[src/rtl/tetris_pkg.sv]
`default_nettype none
// ============================================================================
//  Module      : tetris_pkg
//  Description : Shared types for the piece-move scheduler and the board.
//                move_cmd_e  - 3-bit command code sent to the board
//                sched_state_e - scheduler FSM state
//                SRC_*       - bit index of each request source in the
//                              pending vector
//  Revision    : 1.0 - initial release
// ============================================================================
package tetris_pkg;

    typedef enum logic [2:0] {
        CMD_NONE   = 3'd0,
        CMD_LEFT   = 3'd1,
        CMD_RIGHT  = 3'd2,
        CMD_ROTATE = 3'd3,
        CMD_DOWN   = 3'd4,
        CMD_LOCK   = 3'd5,
        CMD_SPAWN  = 3'd6
    } move_cmd_e;

    typedef enum logic [1:0] {
        ST_IDLE  = 2'd0,
        ST_ISSUE = 2'd1,
        ST_WAIT  = 2'd2,
        ST_OVER  = 2'd3
    } sched_state_e;

    localparam int NUM_SRC    = 5;
    localparam int SRC_GRAV   = 0;
    localparam int SRC_DOWN   = 1;
    localparam int SRC_ROTATE = 2;
    localparam int SRC_LEFT   = 3;
    localparam int SRC_RIGHT  = 4;

    // Player-originated sources; dropped when a fresh piece spawns.
    localparam logic [NUM_SRC-1:0] USER_SRC_MASK = 5'b11110;

endpackage : tetris_pkg
`default_nettype wire

[src/rtl/gravity_timer.sv]
`default_nettype none
// ============================================================================
//  Module      : gravity_timer
//  Description : Free-running gravity divider. Counts 0..GRAVITY_DIV-1 while
//                run is high and pulses tick for the cycle it wraps.
//  Ports       : clk   - system clock
//                reset - asynchronous, active-low reset
//                run   - count enable
//                clear - restart the period from zero (wins over run)
//                tick  - one-cycle pulse on wrap
//  Revision    : 1.0 - initial release
// ============================================================================
module gravity_timer #(
    parameter int GRAVITY_DIV = 50_000_000
) (
    input  logic clk,
    input  logic reset,
    input  logic run,
    input  logic clear,
    output logic tick
);

    localparam int               CNT_W   = (GRAVITY_DIV > 1) ? $clog2(GRAVITY_DIV) : 1;
    localparam logic [CNT_W-1:0] CNT_MAX = CNT_W'(GRAVITY_DIV - 1);

    logic [CNT_W-1:0] count_q, count_d;

    always_comb begin
        count_d = count_q;
        tick    = 1'b0;
        if (clear) begin
            count_d = '0;
        end else if (run) begin
            if (count_q == CNT_MAX) begin
                count_d = '0;
                tick    = 1'b1;
            end else begin
                count_d = count_q + CNT_W'(1);
            end
        end
    end

    always_ff @(posedge clk or negedge reset) begin
        if (!reset) begin
            count_q <= '0;
        end else begin
            count_q <= count_d;
        end
    end

endmodule : gravity_timer
`default_nettype wire

[src/rtl/tetris_move_scheduler.sv]
`default_nettype none
// ============================================================================
//  Module      : tetris_move_scheduler
//  Description : Latches key pulses and gravity ticks, arbitrates them into a
//                single in-flight board command (valid/ready + response), and
//                issues LOCK/SPAWN automatically after a failed drop.
//  Ports       : clk, reset (async, active-low)
//                enable                     - game running
//                rotate/down/left/right     - single-cycle key pulses
//                cmd, cmd_valid, cmd_ready  - command offer to the board
//                resp_valid, resp_ok        - board completion response
//                busy                       - command offered or in flight
//                game_over                  - sticky until reset
//  Revision    : 1.0 - initial release
// ============================================================================
module tetris_move_scheduler
    import tetris_pkg::*;
#(
    parameter int GRAVITY_DIV = 50_000_000
) (
    input  logic      clk,
    input  logic      reset,
    input  logic      enable,
    input  logic      rotate,
    input  logic      down,
    input  logic      left,
    input  logic      right,
    output move_cmd_e cmd,
    output logic      cmd_valid,
    input  logic      cmd_ready,
    input  logic      resp_valid,
    input  logic      resp_ok,
    output logic      busy,
    output logic      game_over
);

    sched_state_e       state_q, state_d;
    move_cmd_e          cmd_q, cmd_d;
    logic               src_grav_q, src_grav_d;   // current DOWN came from gravity
    logic               spawn_req_q, spawn_req_d;
    logic [NUM_SRC-1:0] pend_q, pend_d;

    logic               accepting;
    logic               grav_tick;
    logic               grav_clear;
    logic               user_flush;
    logic [NUM_SRC-1:0] req_set;
    logic [NUM_SRC-1:0] grant_clr;

    assign accepting = enable && (state_q != ST_OVER);

    gravity_timer #(
        .GRAVITY_DIV (GRAVITY_DIV)
    ) u_gravity_timer (
        .clk   (clk),
        .reset (reset),
        .run   (accepting),
        .clear (grav_clear),
        .tick  (grav_tick)
    );

    always_comb begin
        req_set = '0;
        if (accepting) begin
            req_set[SRC_GRAV]   = grav_tick;
            req_set[SRC_DOWN]   = down;
            req_set[SRC_ROTATE] = rotate;
            req_set[SRC_LEFT]   = left;
            req_set[SRC_RIGHT]  = right;
        end
    end

    always_comb begin
        state_d     = state_q;
        cmd_d       = cmd_q;
        src_grav_d  = src_grav_q;
        spawn_req_d = spawn_req_q;
        grant_clr   = '0;
        grav_clear  = 1'b0;
        user_flush  = 1'b0;

        case (state_q)
            ST_IDLE: begin
                if (enable) begin
                    if (spawn_req_q) begin
                        cmd_d       = CMD_SPAWN;
                        src_grav_d  = 1'b0;
                        spawn_req_d = 1'b0;
                        state_d     = ST_ISSUE;
                    end else if (pend_q[SRC_GRAV]) begin
                        cmd_d               = CMD_DOWN;
                        src_grav_d          = 1'b1;
                        grant_clr[SRC_GRAV] = 1'b1;
                        state_d             = ST_ISSUE;
                    end else if (pend_q[SRC_DOWN]) begin
                        cmd_d               = CMD_DOWN;
                        src_grav_d          = 1'b0;
                        grant_clr[SRC_DOWN] = 1'b1;
                        state_d             = ST_ISSUE;
                    end else if (pend_q[SRC_ROTATE]) begin
                        cmd_d                 = CMD_ROTATE;
                        src_grav_d            = 1'b0;
                        grant_clr[SRC_ROTATE] = 1'b1;
                        state_d               = ST_ISSUE;
                    end else if (pend_q[SRC_LEFT]) begin
                        cmd_d               = CMD_LEFT;
                        src_grav_d          = 1'b0;
                        grant_clr[SRC_LEFT] = 1'b1;
                        state_d             = ST_ISSUE;
                    end else if (pend_q[SRC_RIGHT]) begin
                        cmd_d                = CMD_RIGHT;
                        src_grav_d           = 1'b0;
                        grant_clr[SRC_RIGHT] = 1'b1;
                        state_d              = ST_ISSUE;
                    end
                end
            end

            ST_ISSUE: begin
                if (cmd_ready) begin
                    state_d = ST_WAIT;
                end
            end

            ST_WAIT: begin
                if (resp_valid) begin
                    state_d = ST_IDLE;
                    case (cmd_q)
                        CMD_DOWN: begin
                            if (!resp_ok) begin
                                // Blocked drop: lock straight away, even if
                                // enable has fallen meanwhile.
                                cmd_d      = CMD_LOCK;
                                src_grav_d = 1'b0;
                                state_d    = ST_ISSUE;
                            end else if (!src_grav_q) begin
                                grav_clear = 1'b1;
                            end
                        end
                        CMD_LOCK: begin
                            spawn_req_d = 1'b1;
                        end
                        CMD_SPAWN: begin
                            if (resp_ok) begin
                                user_flush = 1'b1;
                                grav_clear = 1'b1;
                            end else begin
                                state_d = ST_OVER;
                            end
                        end
                        default: ;
                    endcase
                end
            end

            ST_OVER: ;

            default: state_d = ST_IDLE;
        endcase

        // A fresh pulse in the grant cycle re-arms the bit it just cleared.
        pend_d = (pend_q & ~grant_clr) | req_set;
        if (user_flush) begin
            pend_d = pend_d & ~USER_SRC_MASK;
        end
        if (state_q == ST_OVER) begin
            pend_d = '0;
        end
    end

    always_ff @(posedge clk or negedge reset) begin
        if (!reset) begin
            state_q     <= ST_IDLE;
            cmd_q       <= CMD_NONE;
            src_grav_q  <= 1'b0;
            spawn_req_q <= 1'b1;
            pend_q      <= '0;
        end else begin
            state_q     <= state_d;
            cmd_q       <= cmd_d;
            src_grav_q  <= src_grav_d;
            spawn_req_q <= spawn_req_d;
            pend_q      <= pend_d;
        end
    end

    assign cmd       = cmd_q;
    assign cmd_valid = (state_q == ST_ISSUE);
    assign busy      = (state_q == ST_ISSUE) || (state_q == ST_WAIT);
    assign game_over = (state_q == ST_OVER);

endmodule : tetris_move_scheduler
`default_nettype wire

[config.mk]
export PLATFORM = sky130hd
export DESIGN_NAME = tetris_move_scheduler
export DESIGN_NICKNAME = d
export VERILOG_FILES = /design/src/rtl/tetris_pkg.sv /design/src/rtl/gravity_timer.sv /design/src/rtl/tetris_move_scheduler.sv
export SDC_FILE = /design/constraint.sdc
export NUM_CORES = 1
export LEC_CHECK = 0
export BUFFER_PORTS_ARGS = -buffer_cell sky130_fd_sc_hd__clkbuf_2
export CAP_MARGIN = 20
export CELL_PAD_IN_SITES_DETAIL_PLACEMENT = 1
export CELL_PAD_IN_SITES_GLOBAL_PLACEMENT = 1
export CORE_MARGIN = 5
export CORE_UTILIZATION = 35
export CTS_BUF_LIST = sky130_fd_sc_hd__clkbuf_8
export DETAILED_ROUTE_END_ITERATION = 10
export PLACE_DENSITY = 0.64
export SLEW_MARGIN = 40
export SYNTH_ARGS = -nofsm -noshare
export SYNTH_HDL_FRONTEND = slang
export SYNTH_SLANG_ARGS = --single-unit
export TNS_END_PERCENT = 50
[constraint.sdc]
create_clock -name clk -period 3.05 [get_ports clk]
set_clock_uncertainty 0.15 [all_clocks]
set_input_delay 0.1525 -clock clk [delete_from_list [all_inputs] [get_ports clk]]
set_output_delay 0.1525 -clock clk [all_outputs]
set_load 0.01 [all_outputs]
# [Yosys cells after proc, flatten, opt, wreduce, memory -nomap -nowiden]
# Index checks and enable logic that the tools add are counted.
[totals] reg_bits=38 inputBits=10 output_inout_bits=6
[op_classes] n_eq_ne=15 add_sub_neg=1 bitwise_logic=3 n_reduce_logical=9 muxes=68
[ops] op="$mux W26" count=3
[ops] op="$mux W3" count=11
[ops] op="$mux W1" count=30
[ops] op="$mux W5" count=6
[ops] op="$add A26 B1 Y26 const B" count=1
[ops] op="$eq A26 B26 Y1 const B" count=1
[ops] op="$mux W2" count=11
[ops] op="$eq A3 B3 Y1 const B" count=3
[ops] op="$ne A2 B2 Y1 const B" count=4
[ops] op="$ne A7 B7 Y1 const B" count=1
[ops] op="$ne A2 B1 Y1 const B" count=3
[ops] op="$pmux W1 S2" count=3
[ops] op="$pmux W2 S3" count=1
[ops] op="$pmux W3 S2" count=1
[ops] op="$reduce_and A6 Y1" count=1
[ops] op="$and A5 B5 Y5" count=1
[ops] op="$not A5 Y5" count=1
[ops] op="$or A5 B5 Y5" count=1
[ops] op="$reduce_and A5 Y1" count=1
[ops] op="$eq A2 B2 Y1 const B" count=2
[ops] op="$mux W4" count=1
[ops] op="$pmux W2 S2" count=1
[ops] op="$reduce_and A4 Y1" count=1
[ops] op="$reduce_bool A2 Y1" count=2
[ops] op="other kinds (5)" count=5

# [Longest topological paths before layout]
# Gate-level depths: netlist (run 1).
[logic_depth] depth_word=13 ltp_mapped=8 ltp_nobuf=7

# [By module]
# From an unflattened synthesis (run 1), not the netlist that was laid out.
[unflattened] hier_cells=233 hier_area_um2=2169.6
[modules_own_cells] module="gravity_timer" cells_each=162 n_inst=1 seq_area_each_um2=650.6 area_each_um2=1475.2
[modules_own_cells] module="tetris_move_scheduler" cells_each=71 n_inst=1 seq_area_each_um2=301.5 area_each_um2=694.4

# [Least setup slack after synthesis (run 1)]
# Ideal clock, no wire load.
[synth_timing] path_type="reg2reg" start="reg state_q[0]" end="reg u_gravity_timer.count_q[25]" t_arrival_ps=2029 path_stages_with_launch=8 setup_time_ps=78 path_slack_ps=793 period_less_slack_ps=2257 path_buffers=0 cell_sequence="dfrtp_1 -> inv_1 -> ha_1 -> nand3b_4 -> o31ai_4 -> nand2_4 -> or4_1 -> a21oi_1"
[synth_via] elab_chain_len=3
[synth_lines] item="start, declared" line="tetris_move_scheduler.sv:37" rtl="sched_state_e state_q, state_d;"
[synth_lines] item="start signal, assigned" line="tetris_move_scheduler.sv:179" rtl="state_q <= state_d;"
[synth_lines] item="$eq A2 B2 Y1 or $ne A2 B2 Y1 (tied branches)" line="tetris_move_scheduler.sv:82, tetris_move_scheduler.sv:50"
[synth_lines] item="$mux W1 or $logic_and A1 B1 Y1 (tied branches)" line="tetris_move_scheduler.sv:82, tetris_move_scheduler.sv:50"
[synth_lines] item="$mux W26 or $reduce_bool A2 Y1 (tied branches)"
[synth_lines] item="end signal, assigned" line="gravity_timer.sv:47" rtl="count_q <= count_d;"
[synth_lines] item="end, declared" line="gravity_timer.sv:26" rtl="logic [CNT_W-1:0] count_q, count_d;"
# Parallel ways exist; a longest one is shown, timed or not.
# A chain may end at the register's enable or synchronous reset.

# [Worst setup path in the final report (run 1)]
# Ends and elaborated chain as after synthesis.

==> summary.txt, run 1 <==
STA
  • RSZ-0062 raised after global routing: no
  • Setup violations, final: 0
  • Worst-Margin Slew: 0.706 ns
  • WHS: -0.00463 ns
  • Final period util: 0.788
  • Min setup slack post-route: 0.647 ns
  • Final count of hold timing violations: 1
  • Rel. slew slack: 0.528
  • Slew Viols, Final: 0
  • Final setup TNS: 0 ns
  • Peak Freq: 416 MHz
  • Final min period: 2.40 ns

Floorplan
  • Rows: 29
  • Full die area: 8030 um2
  • Core box area: 6240 um2
  • Die height: 89.6 um
  • Number of I/O pins: 16
  • DIE WIDTH: 89.6 um
  • Initial Util: 0.355

Place
  • IO buf count: 15
  • Placed insts: 327
  • Post-place instance area: 2400 um2
  • Gpl congestion: 0.769
  • Post-DP HPWL: 4230 um
  • Setup WS pre-CTS: 0.669 ns

Hold path
  • Worst Hold Path Cells: 3
  • HP Start: rotate
  • Hold Path Sink: pend_q[2]
  • Min-Delay Path Class: primary input to flop

Route
  • DRC viols: 0
  • Vias: 1891
  • Routed len/inst: 17.5 um
  • Drt total wl: 5920 um
  • Vias per cell: 5.58
  • Antenna viol nets, final: 0
  • Drt first pass iters: 4
  • Initial drt markers: 59

Worst setup path
  • Crit path arrival time: 2.48 ns
  • Crit-path slowest cell: or4_1
  • Crit. End Element: flop
  • R2r setup slk: 0.65 ns
  • Critical path startpoint category: flop
  • CP required: 3.13 ns
  • Critical-path cell list: inv_1 -> ha_1 -> nand3b_4 -> o31ai_4 -> nand2_4 -> or4_1 -> a21oi_1
  • Cells on worst reg2reg path: 7
  • Worst r2r dst: u_gravity_timer.count_q[25]
  • CP bufs+invs: 1
  • Top delay family on crit path: simple AND/OR/NAND/NOR gates
  • Worst reg2reg path startpoint: state_q[0]
  • Kind of critical path: flop to flop
  • CP peak stage delay: 0.51 ns
  • Critical-path maximum fanout: 8

Clock network
  • Root Buffer: clkbuf_8
  • Post-CTS Setup Inserts: 0
  • Clock buffer depth: 2
  • CTS tree: yes
  • CTS H-tree lvls: 2
  • Clock slew at reported path FFs: 0.09 ns
  • Clk sinks: 38
  • TritonCTS Buffers: 5
  • Clock latency at the later pin of the worst-skew pair: 0.30 ns

Final layout
  • Most frequent cells in the layout: dfrtp_1, nor2_1, nand2_1
  • Cell Count, Final, Fillers Out: 339
  • Fin util: 0.414
  • Area Overhead vs Synth: 16.5%
  • Design Area, Final: 2580 um2
  • Layout fillers: 731
  • Final net count: 276
  • N_diodes: 0
  • Layout cells sized above 1: 0.176
  • Most common cell after layout, fill and taps aside: dfrtp_1

GRT
  • Vias in the first global route: 2078
  • Grt ovf: 0
  • Largest net degree at the start of global routing: 39
  • Antenna violations before repair: 0
  • GRT Total Usage: 0.164
  • First-pass GRT wire length: 10100 um

Yosys
  • Main synth FF type: dfrtp_1
  • Asr flop ratio synth: 1.00
  • Cell area after synthesis: 2220 um2
  • Netlist cell types: 46
  • Yosys Warn Count: 0
  • Register bit total from synthesis: 38
  • Post-Syn Nets: 252
  • Mapped Avg Cell Area: 9.35 um2
  • Post-Syn Instances: 237
  • Register area share after synthesis: 0.429
  • Post-synth EDFFs: 0

Power
  • Max VDD drop: 0.356 mV
  • Leak pwr: 1.10 nW
  • Tot Pwr: 1.97 mW
  • Cell Pwr Density: 764 nW/um2

Job
  • Max cap viols: 0

Run status
  • Status: finished, violations left
  • Failing checks: hold timing
[power breakdown]
| part | switching (mW) | internal [mW] | leakage [nW] |
|---|---|---|---|
| clock network | 0.207 | 0.328 | 0.0683 |
| registers | 0.156 | 0.630 | 0.495 |
| logic | 0.362 | 0.292 | 0.540 |
[registers in the layout (all words and copies together) (netlist names)]
register                 flops
cmd                          3
spawn_req_q                  1
pend_q                       5
u_gravity_timer.count_q     26
src_grav_q                   1
state_q                      2
[tightest hold or removal path: cells and delay by family]
| family | cells | cell delay, ns |
|---|---|---|
| buffers and inverters | 1 | 0.08 |
| and+or+nand+nor | 1 | 0.11 |
| AOI/OAI and AO/OA | 1 | 0.07 |
[cell type report]
class / count / area (um2) / area share
clock buffer: 5 / 68.8 / 0.0266
clock inverter: 3 / 68.8 / 0.0266
inverter: 6 / 22.5 / 0.00872
multi-input combinational: 187 / 1230 / 0.475
sequential: 38 / 952 / 0.369
tap: 77 / 96.3 / 0.0373
timing repair buffer: 23 / 148 / 0.0572
[cell usage after synthesis, drive strengths merged, types with 4 or more instances]
library cell,count,share of area
xnor2,9,0.036
nor4,9,0.028
and2,4,0.011
nand3,10,0.023
clkbuf,6,0.010
mux2,6,0.030
inv,6,0.010
ha,5,0.028
o31ai,6,0.027
a21oi,13,0.029
xor2,8,0.032
o21ai,8,0.018
nand4,13,0.037
nand2,24,0.044
nor4b,5,0.020
nor2,24,0.041
and3,4,0.012
dfrtp,37,0.42
nor3,4,0.0090
[layer usage]
| layer | global-route usage | up-vias | part of all wire | wire, um |
|---|---|---|---|---|
| met2 | 0.291 | 22 | 0.51 | 3000 |
| li1 | - | 910 | - | - |
| met4 | 0.0595 | 0 | 0.012 | 73 |
| met1 | 0.196 | 952 | 0.45 | 2680 |
| met3 | 0.0328 | 7 | 0.028 | 166 |
| met5 | 0 | - | 0 | 0 |
[worst max-delay path by stage]
stage | from | end | slack (ns) | depth (start not counted)
finish | state_q[0] | u_gravity_timer.count_q[25] | 0.65 | 7
global route | state_q[0] | u_gravity_timer.count_q[19] | 0.49 | 5
CTS | state_q[0] | u_gravity_timer.count_q[19] | 0.62 | 5
detailed placement | state_q[0] | u_gravity_timer.count_q[25] | 0.67 | 7
global placement | state_q[0] | u_gravity_timer.count_q[17] | 0.47 | 7
floorplan | state_q[0] | u_gravity_timer.count_q[25] | 0.79 | 7
[cells by family (layout without fill, tap and decap cells)]
kind of cell               after synthesis  count (layout)  synth area share
and+or+nand+nor                        120             120             0.309
AOI/OAI and AO/OA                       38              38             0.111
DFF                                     38              38             0.429
xor gates and xnor gates                17              17            0.0672
adders and majority gates                5               5            0.0282
buffers and inverters                   12              37            0.0203
muxes                                    7               7            0.0350
[what timing repair did]
item                      4_1_cts  5_1_grt
gates resized for setup         0        0
hold buffers                    4        0
hold endpoints to repair       40        0
Note: power is estimated with default switching activity, not from simulation.
==> run 2, diff against run 1 <==
Settings changed: PLACE_DENSITY 0.64 to 0.67.
Clock period 3.05 ns to 2 ns, I/O delays scaled along.
==> run 2 against run 1 <==
Compared with the run above: the flow finishes with violations (setup timing); setup slack worse by 0.65 ns; fmax grew 20%; first-iteration DRC count up 78%; register-to-register slack lost 0.65 ns; global-route usage increased by 1.1 points; hold slack better by 0.072 ns; flip-flop and latch count stayed put; cell count grew 14%; sequential share of layout area down 5.8 points; die area unchanged; clock-buffer cell count did not move; total power increased by 57%; highest routed layer unchanged.
==> summary.txt, run 2 (synthesis results as in run 1) <==
Run status
  • Status: finished, violations left
  • Failing checks: setup timing

Route
  • Initial drt markers: 105
  • Routed len/inst: 17.3 um
  • Drt total wl: 6690 um
  • Vias per cell: 5.38
  • Antenna viol nets, final: 0
  • DRC viols: 0
  • Vias: 2078
  • Drt first pass iters: 4

Final layout
  • Design Area, Final: 3070 um2
  • Most frequent cells in the layout: buf_4, dfrtp_1, nor2_1
  • Area Overhead vs Synth: 38.4%
  • N_diodes: 0
  • Final net count: 324
  • Layout fillers: 743
  • Most common cell after layout, fill and taps aside: buf_4
  • Layout cells sized above 1: 0.382
  • Reg with most FFs: u_gravity_timer.count_q
  • Area of the multi-input gates: 1400 um2
  • Reg area: 955 um2
  • Max reg flops: 26
  • Fin util: 0.492

Hold path
  • HP Start: enable
  • Min-Delay Path Class: primary input to flop
  • Worst Hold Path Cells: 4
  • Hold Path Sink: spawn_req_q

STA
  • Slew Viols, Final: 0
  • Final count of hold timing violations: 0
  • Setup violations, final: 1
  • Final period util: 1.00
  • RSZ-0062 raised after global routing: yes
  • Final min period: 2.00 ns
  • Min setup slack post-route: -0.00371 ns
  • Rel. slew slack: 0.717
  • Peak Freq: 499 MHz
  • Worst-Margin Slew: 0.421 ns

Clock network
  • CTS tree: yes
  • Clock slew at reported path FFs: 0.07 ns
  • Clock latency at the later pin of the worst-skew pair: 0.29 ns
  • CTS H-tree lvls: 2
  • Clock buffer depth: 2
  • Root Buffer: clkbuf_8
  • TritonCTS Buffers: 5
  • Clk sinks: 38

GRT
  • Largest net degree at the start of global routing: 27
  • GRT Total Usage: 0.175
  • Grt ovf: 0
  • Antenna violations before repair: 0
  • Vias in the first global route: 2128
  • First-pass GRT wire length: 10600 um

Floorplan
  • Full die area: 8030 um2
  • DIE WIDTH: 89.6 um
  • Die height: 89.6 um
  • Rows: 29
  • Core box area: 6240 um2
  • Number of I/O pins: 16
  • Initial Util: 0.355

Power
  • Cell Pwr Density: 1010 nW/um2
  • Leak pwr: 1.36 nW
  • Max VDD drop: 0.581 mV

Place
  • Gpl congestion: 0.794
  • Post-place instance area: 2700 um2
  • IO buf count: 15
  • Post-DP HPWL: 4810 um

Worst setup path
  • Cells on worst reg2reg path: 8
  • Critical-path cell list: inv_2 -> ha_4 -> and3b_2 -> a31oi_4 -> buf_2 -> nor4_2 -> xnor2_1 -> nor2_1
  • Crit path arrival time: 2.03 ns
  • Critical-path maximum fanout: 5
  • Kind of critical path: flop to flop
  • Crit. End Element: flop
  • Top delay family on crit path: simple AND/OR/NAND/NOR gates
  • Worst r2r dst: u_gravity_timer.count_q[10]
  • Critical path startpoint category: flop
  • CP bufs+invs: 2
  • Crit-path slowest cell: dfrtp_1
  • CP peak stage delay: 0.41 ns
  • R2r setup slk: -0.004 ns
  • CP required: 2.02 ns
  • Worst reg2reg path startpoint: state_q[0]

Job
  • Max cap viols: 0
run 2: repair_timing:
| action | CTS | global route |
|---|---|---|
| hold buffers | 5 | 0 |
| pin swaps | 2 | 6 |
| hold endpoints to repair | 24 | 0 |
| cloned | 1 | 0 |
| gates resized for setup | 9 | 24 |
| buffers inserted | 2 | 7 |
| endpoints found under the setup margin | 27 | 30 |
run 2: metal layers:
layer	track usage	routed length, um	vias up
met3	0.0374	131	12
met4	0.0501	155	0
met2	0.309	3490	27
met1	0.213	2910	1037
li1	-	-	1002
met5	0	0	-
run 2: where the power goes:
group / switching (mW) / internal [mW] / leakage (nW)
registers: 0.223 / 0.963 / 0.492
clock network: 0.263 / 0.230 / 0.0466
logic: 0.724 / 0.699 / 0.817
total: 1.21 / 1.89 / 1.36
run 2: worst max-delay path by stage:
stage                                           from                          end  cells past startpoint
after floorplan                           state_q[0]  u_gravity_timer.count_q[22]                      7
after global placement                    state_q[1]   u_gravity_timer.count_q[8]                      6
after detailed placement                  state_q[1]  u_gravity_timer.count_q[23]                      6
after CTS                                 state_q[0]  u_gravity_timer.count_q[16]                      8
after global routing      u_gravity_timer.count_q[9]  u_gravity_timer.count_q[22]                      5
final                                     state_q[0]  u_gravity_timer.count_q[10]                      8
run 2: layout make-up:
cell class / count / share of cell area
clock buffers: 5 / 0.0224
clock inverters: 2 / 0.00245
inverters: 6 / 0.00734
multi-input cells: 187 / 0.455
flip-flops and latches: 38 / 0.311
well taps: 77 / 0.0314
repair buffers: 71 / 0.170
run 2: worst register-to-register path, delay by kind of cell (launching register included):
| family | cells | cell delay, ns |
|---|---|---|
| AND/OR/NAND/NOR | 3 | 0.60 |
| buffers and inverters | 2 | 0.30 |
| flip-flops | 1 | 0.41 |
| adder cells (fa/ha/maj) | 1 | 0.17 |
| AO/OA/AOI/OAI | 1 | 0.10 |
| XOR/XNOR | 1 | 0.17 |
run 2: stage by stage:
step           hold WS (ns)  power, mW  instances     TNS, ns  setup slack [ns]
6_report             0.0678       3.10        386    -0.00371          -0.00371
5_1_grt               0.111       3.32        386       -1.22           -0.0865
4_1_cts              0.0449       3.01        379  -0.0000637        -0.0000637
3_5_place_dp         -0.131       2.46        364       -3.80            -0.177
3_3_place_gp         -0.130       2.40        364       -2.15           -0.0971
2_1_floorplan        -0.346       1.88        237     -0.0720           -0.0346
==> run 3, diff against run 2 <==
--- a/config.mk
+++ b/config.mk
@@ -15,2 +15,3 @@
 export DETAILED_ROUTE_END_ITERATION = 10
+export GPL_TIMING_DRIVEN = 0
 export PLACE_DENSITY = 0.67
==> constraint.sdc (replaced) <==
create_clock -name clk -period 2 [get_ports clk]
set_clock_uncertainty 0.15 [all_clocks]
set_input_delay 0.3 -clock clk [delete_from_list [all_inputs] [get_ports clk]]
set_output_delay 0.3 -clock clk [all_outputs]
set_load 0.01 [all_outputs]
==> run 3 against run 2 <==
Compared with the run above: critical endpoint is now u_gravity_timer.count_q[25]; the flow still finishes with violations (setup timing); setup slack worse by 0.043 ns; first-iteration DRC count is 26% lower; fmax is 2.1% lower; combinational power is 13% lower; total power is 3.0% lower; largest cell class unchanged; non-clock buffer count is 36 lower.
==> summary.txt, run 3 (synthesis results as in run 1) <==
Run status
  • Status: finished, violations left
  • Failing checks: setup timing

Power
  • Logic pwr share: 0.411
  • Max VDD drop: 0.610 mV
  • Switching pwr: 1.20 mW
  • Leak pwr: 1.22 nW
  • Tot Pwr: 3.01 mW
  • Clock power share: 0.183
  • Share of total power in sequential cells: 0.406
  • Switching Share: 0.399
  • Int Power: 1.81 mW
  • Cell Pwr Density: 1040 nW/um2

Clock network
  • Clk sinks: 38
  • TritonCTS Buffers: 5
  • CTS tree: yes
  • Clock buffer depth: 2
  • Root Buffer: clkbuf_8
  • Clock latency at the later pin of the worst-skew pair: 0.30 ns
  • CTS H-tree lvls: 2
  • Clock slew at reported path FFs: 0.07 ns

Final layout
  • Final net count: 288
  • Max reg flops: 26
  • Most common cell after layout, fill and taps aside: dfrtp_1
  • Cell Count, Final, Fillers Out: 351
  • Fin util: 0.463
  • Reg with most FFs: u_gravity_timer.count_q
  • Area Overhead vs Synth: 30.2%
  • Layout fillers: 721
  • Layout cells sized above 1: 0.354
  • Most frequent cells in the layout: dfrtp_1, nor2_1, nand2_1
  • Reg area: 962 um2
  • Area of the multi-input gates: 1470 um2
  • N_diodes: 0

Floorplan
  • Die height: 89.6 um
  • Number of I/O pins: 16
  • DIE WIDTH: 89.6 um
  • Rows: 29
  • Core box area: 6240 um2
  • Initial Util: 0.355
  • Full die area: 8030 um2

STA
  • Min setup slack post-route: -0.0467 ns
  • WHS: 0.0655 ns
  • Final period util: 1.02
  • Rel. slew slack: 0.629
  • Peak Freq: 489 MHz
  • Worst-Margin Slew: 0.556 ns
  • Final count of hold timing violations: 0
  • Final setup TNS: -0.113 ns
  • Setup violations, final: 4
  • Final min period: 2.05 ns
  • RSZ-0062 raised after global routing: yes
  • Slew Viols, Final: 0

GRT
  • Largest net degree at the start of global routing: 39
  • First-pass GRT wire length: 10200 um
  • Antenna violations before repair: 0
  • GRT Total Usage: 0.166
  • Grt ovf: 0
  • Vias in the first global route: 2098

Worst setup path
  • Kind of critical path: flop to flop
  • Worst r2r dst: u_gravity_timer.count_q[25]
  • Worst reg2reg path startpoint: state_q[1]
  • Critical-path maximum fanout: 6
  • Crit. End Element: flop
  • Critical path startpoint category: flop
  • Cells on worst reg2reg path: 7
  • Crit path arrival time: 2.12 ns
  • CP required: 2.08 ns
  • R2r setup slk: -0.05 ns

Route
  • Drt first pass iters: 4
  • Antenna viol nets, final: 0
  • Routed len/inst: 17.9 um
  • Vias: 2009
  • Initial drt markers: 78
  • Vias per cell: 5.72
  • Drt total wl: 6290 um
  • DRC viols: 0

Hold path
  • Hold Path Sink: pend_q[3]
  • Worst Hold Path Cells: 3
  • Min-Delay Path Class: primary input to flop
  • HP Start: left

Place
  • Gpl congestion: 0.821
  • Placed insts: 329
  • Post-DP HPWL: 4330 um
  • IO buf count: 15

Job
  • Max cap viols: 0
-- run 3: cell types whose count changed in the layout (fill, tap and decap cells not counted), sizes merged --
cell / before / now
inv: 8 / 7
buf: 51 / 18
clkinv: 0 / 1
clkbuf: 20 / 22
dlygate4sd3: 5 / 1
-- run 3: layout make-up --
class | instances | area share
sequential | 38 | 0.333
multi-input combinational | 187 | 0.508
buffer | 5 | 0.0160
timing repair buffer | 30 | 0.0694
tap | 77 | 0.0334
clock buffer | 6 | 0.0286
clock inverter | 2 | 0.00303
inverter | 6 | 0.00780
-- run 3: layer usage --
layer | vias to the layer above | global-route usage | part of all wire | wire length [um]
li1 | 934 | - | - | -
met1 | 1027 | 0.215 | 0.45 | 2840
met2 | 40 | 0.280 | 0.50 | 3150
met3 | 8 | 0.0319 | 0.034 | 213
met4 | 0 | 0.0514 | 0.014 | 87
met5 | - | 0 | 0 | 0
-- run 3: power groups by stage --
stage                     sequential (mW)  combinational (mW)  clock, mW
final                                1.22                1.24      0.550
after global routing                 1.26                1.37      0.597
after CTS                            1.21                1.13      0.568
after detailed placement             1.20                1.02          0
after global placement               1.19               0.992          0
after floorplan                      1.16               0.726          0
-- run 3: stage by stage --
| stage | setup WS (ns) | instance area (um2) |
|---|---|---|
| final | -0.0467 | 2890 |
| after floorplan | -0.0346 | 2240 |
| after global routing | -0.150 | 2890 |
| after global placement | -0.477 | 2410 |
| after CTS | -0.122 | 2690 |
| after detailed placement | -0.540 | 2410 |
-- run 3: worst max-delay path, stage by stage, from the launching register on --
cell,delay [ns]
dfrtp_2,0.45
ha_4,0.20
or2b_4,0.29
o31ai_4,0.07
buf_6,0.15
nand2_4,0.06
or4_4,0.48
a21oi_2,0.12
-- run 3: how the worst max path moves through the flow --
| stage | startpoint | endpoint | slack, ns |
|---|---|---|---|
| 2_1_floorplan | state_q[0] | u_gravity_timer.count_q[22] | -0.03 |
| 3_3_place_gp | state_q[0] | u_gravity_timer.count_q[17] | -0.48 |
| 3_5_place_dp | state_q[0] | u_gravity_timer.count_q[9] | -0.54 |
| 4_1_cts | state_q[0] | u_gravity_timer.count_q[25] | -0.12 |
| 5_1_grt | state_q[0] | u_gravity_timer.count_q[25] | -0.15 |
| 6_report | state_q[1] | u_gravity_timer.count_q[25] | -0.05 |
-- run 3: what timing repair did --
action / in CTS / in global routing
hold buffers: 1 / 0
endpoints found under the setup margin: 29 / 30
gates resized for setup: 26 / 38
pin swaps: 8 / 17
buffers inserted: 8 / 6
hold endpoints to repair: 37 / 0
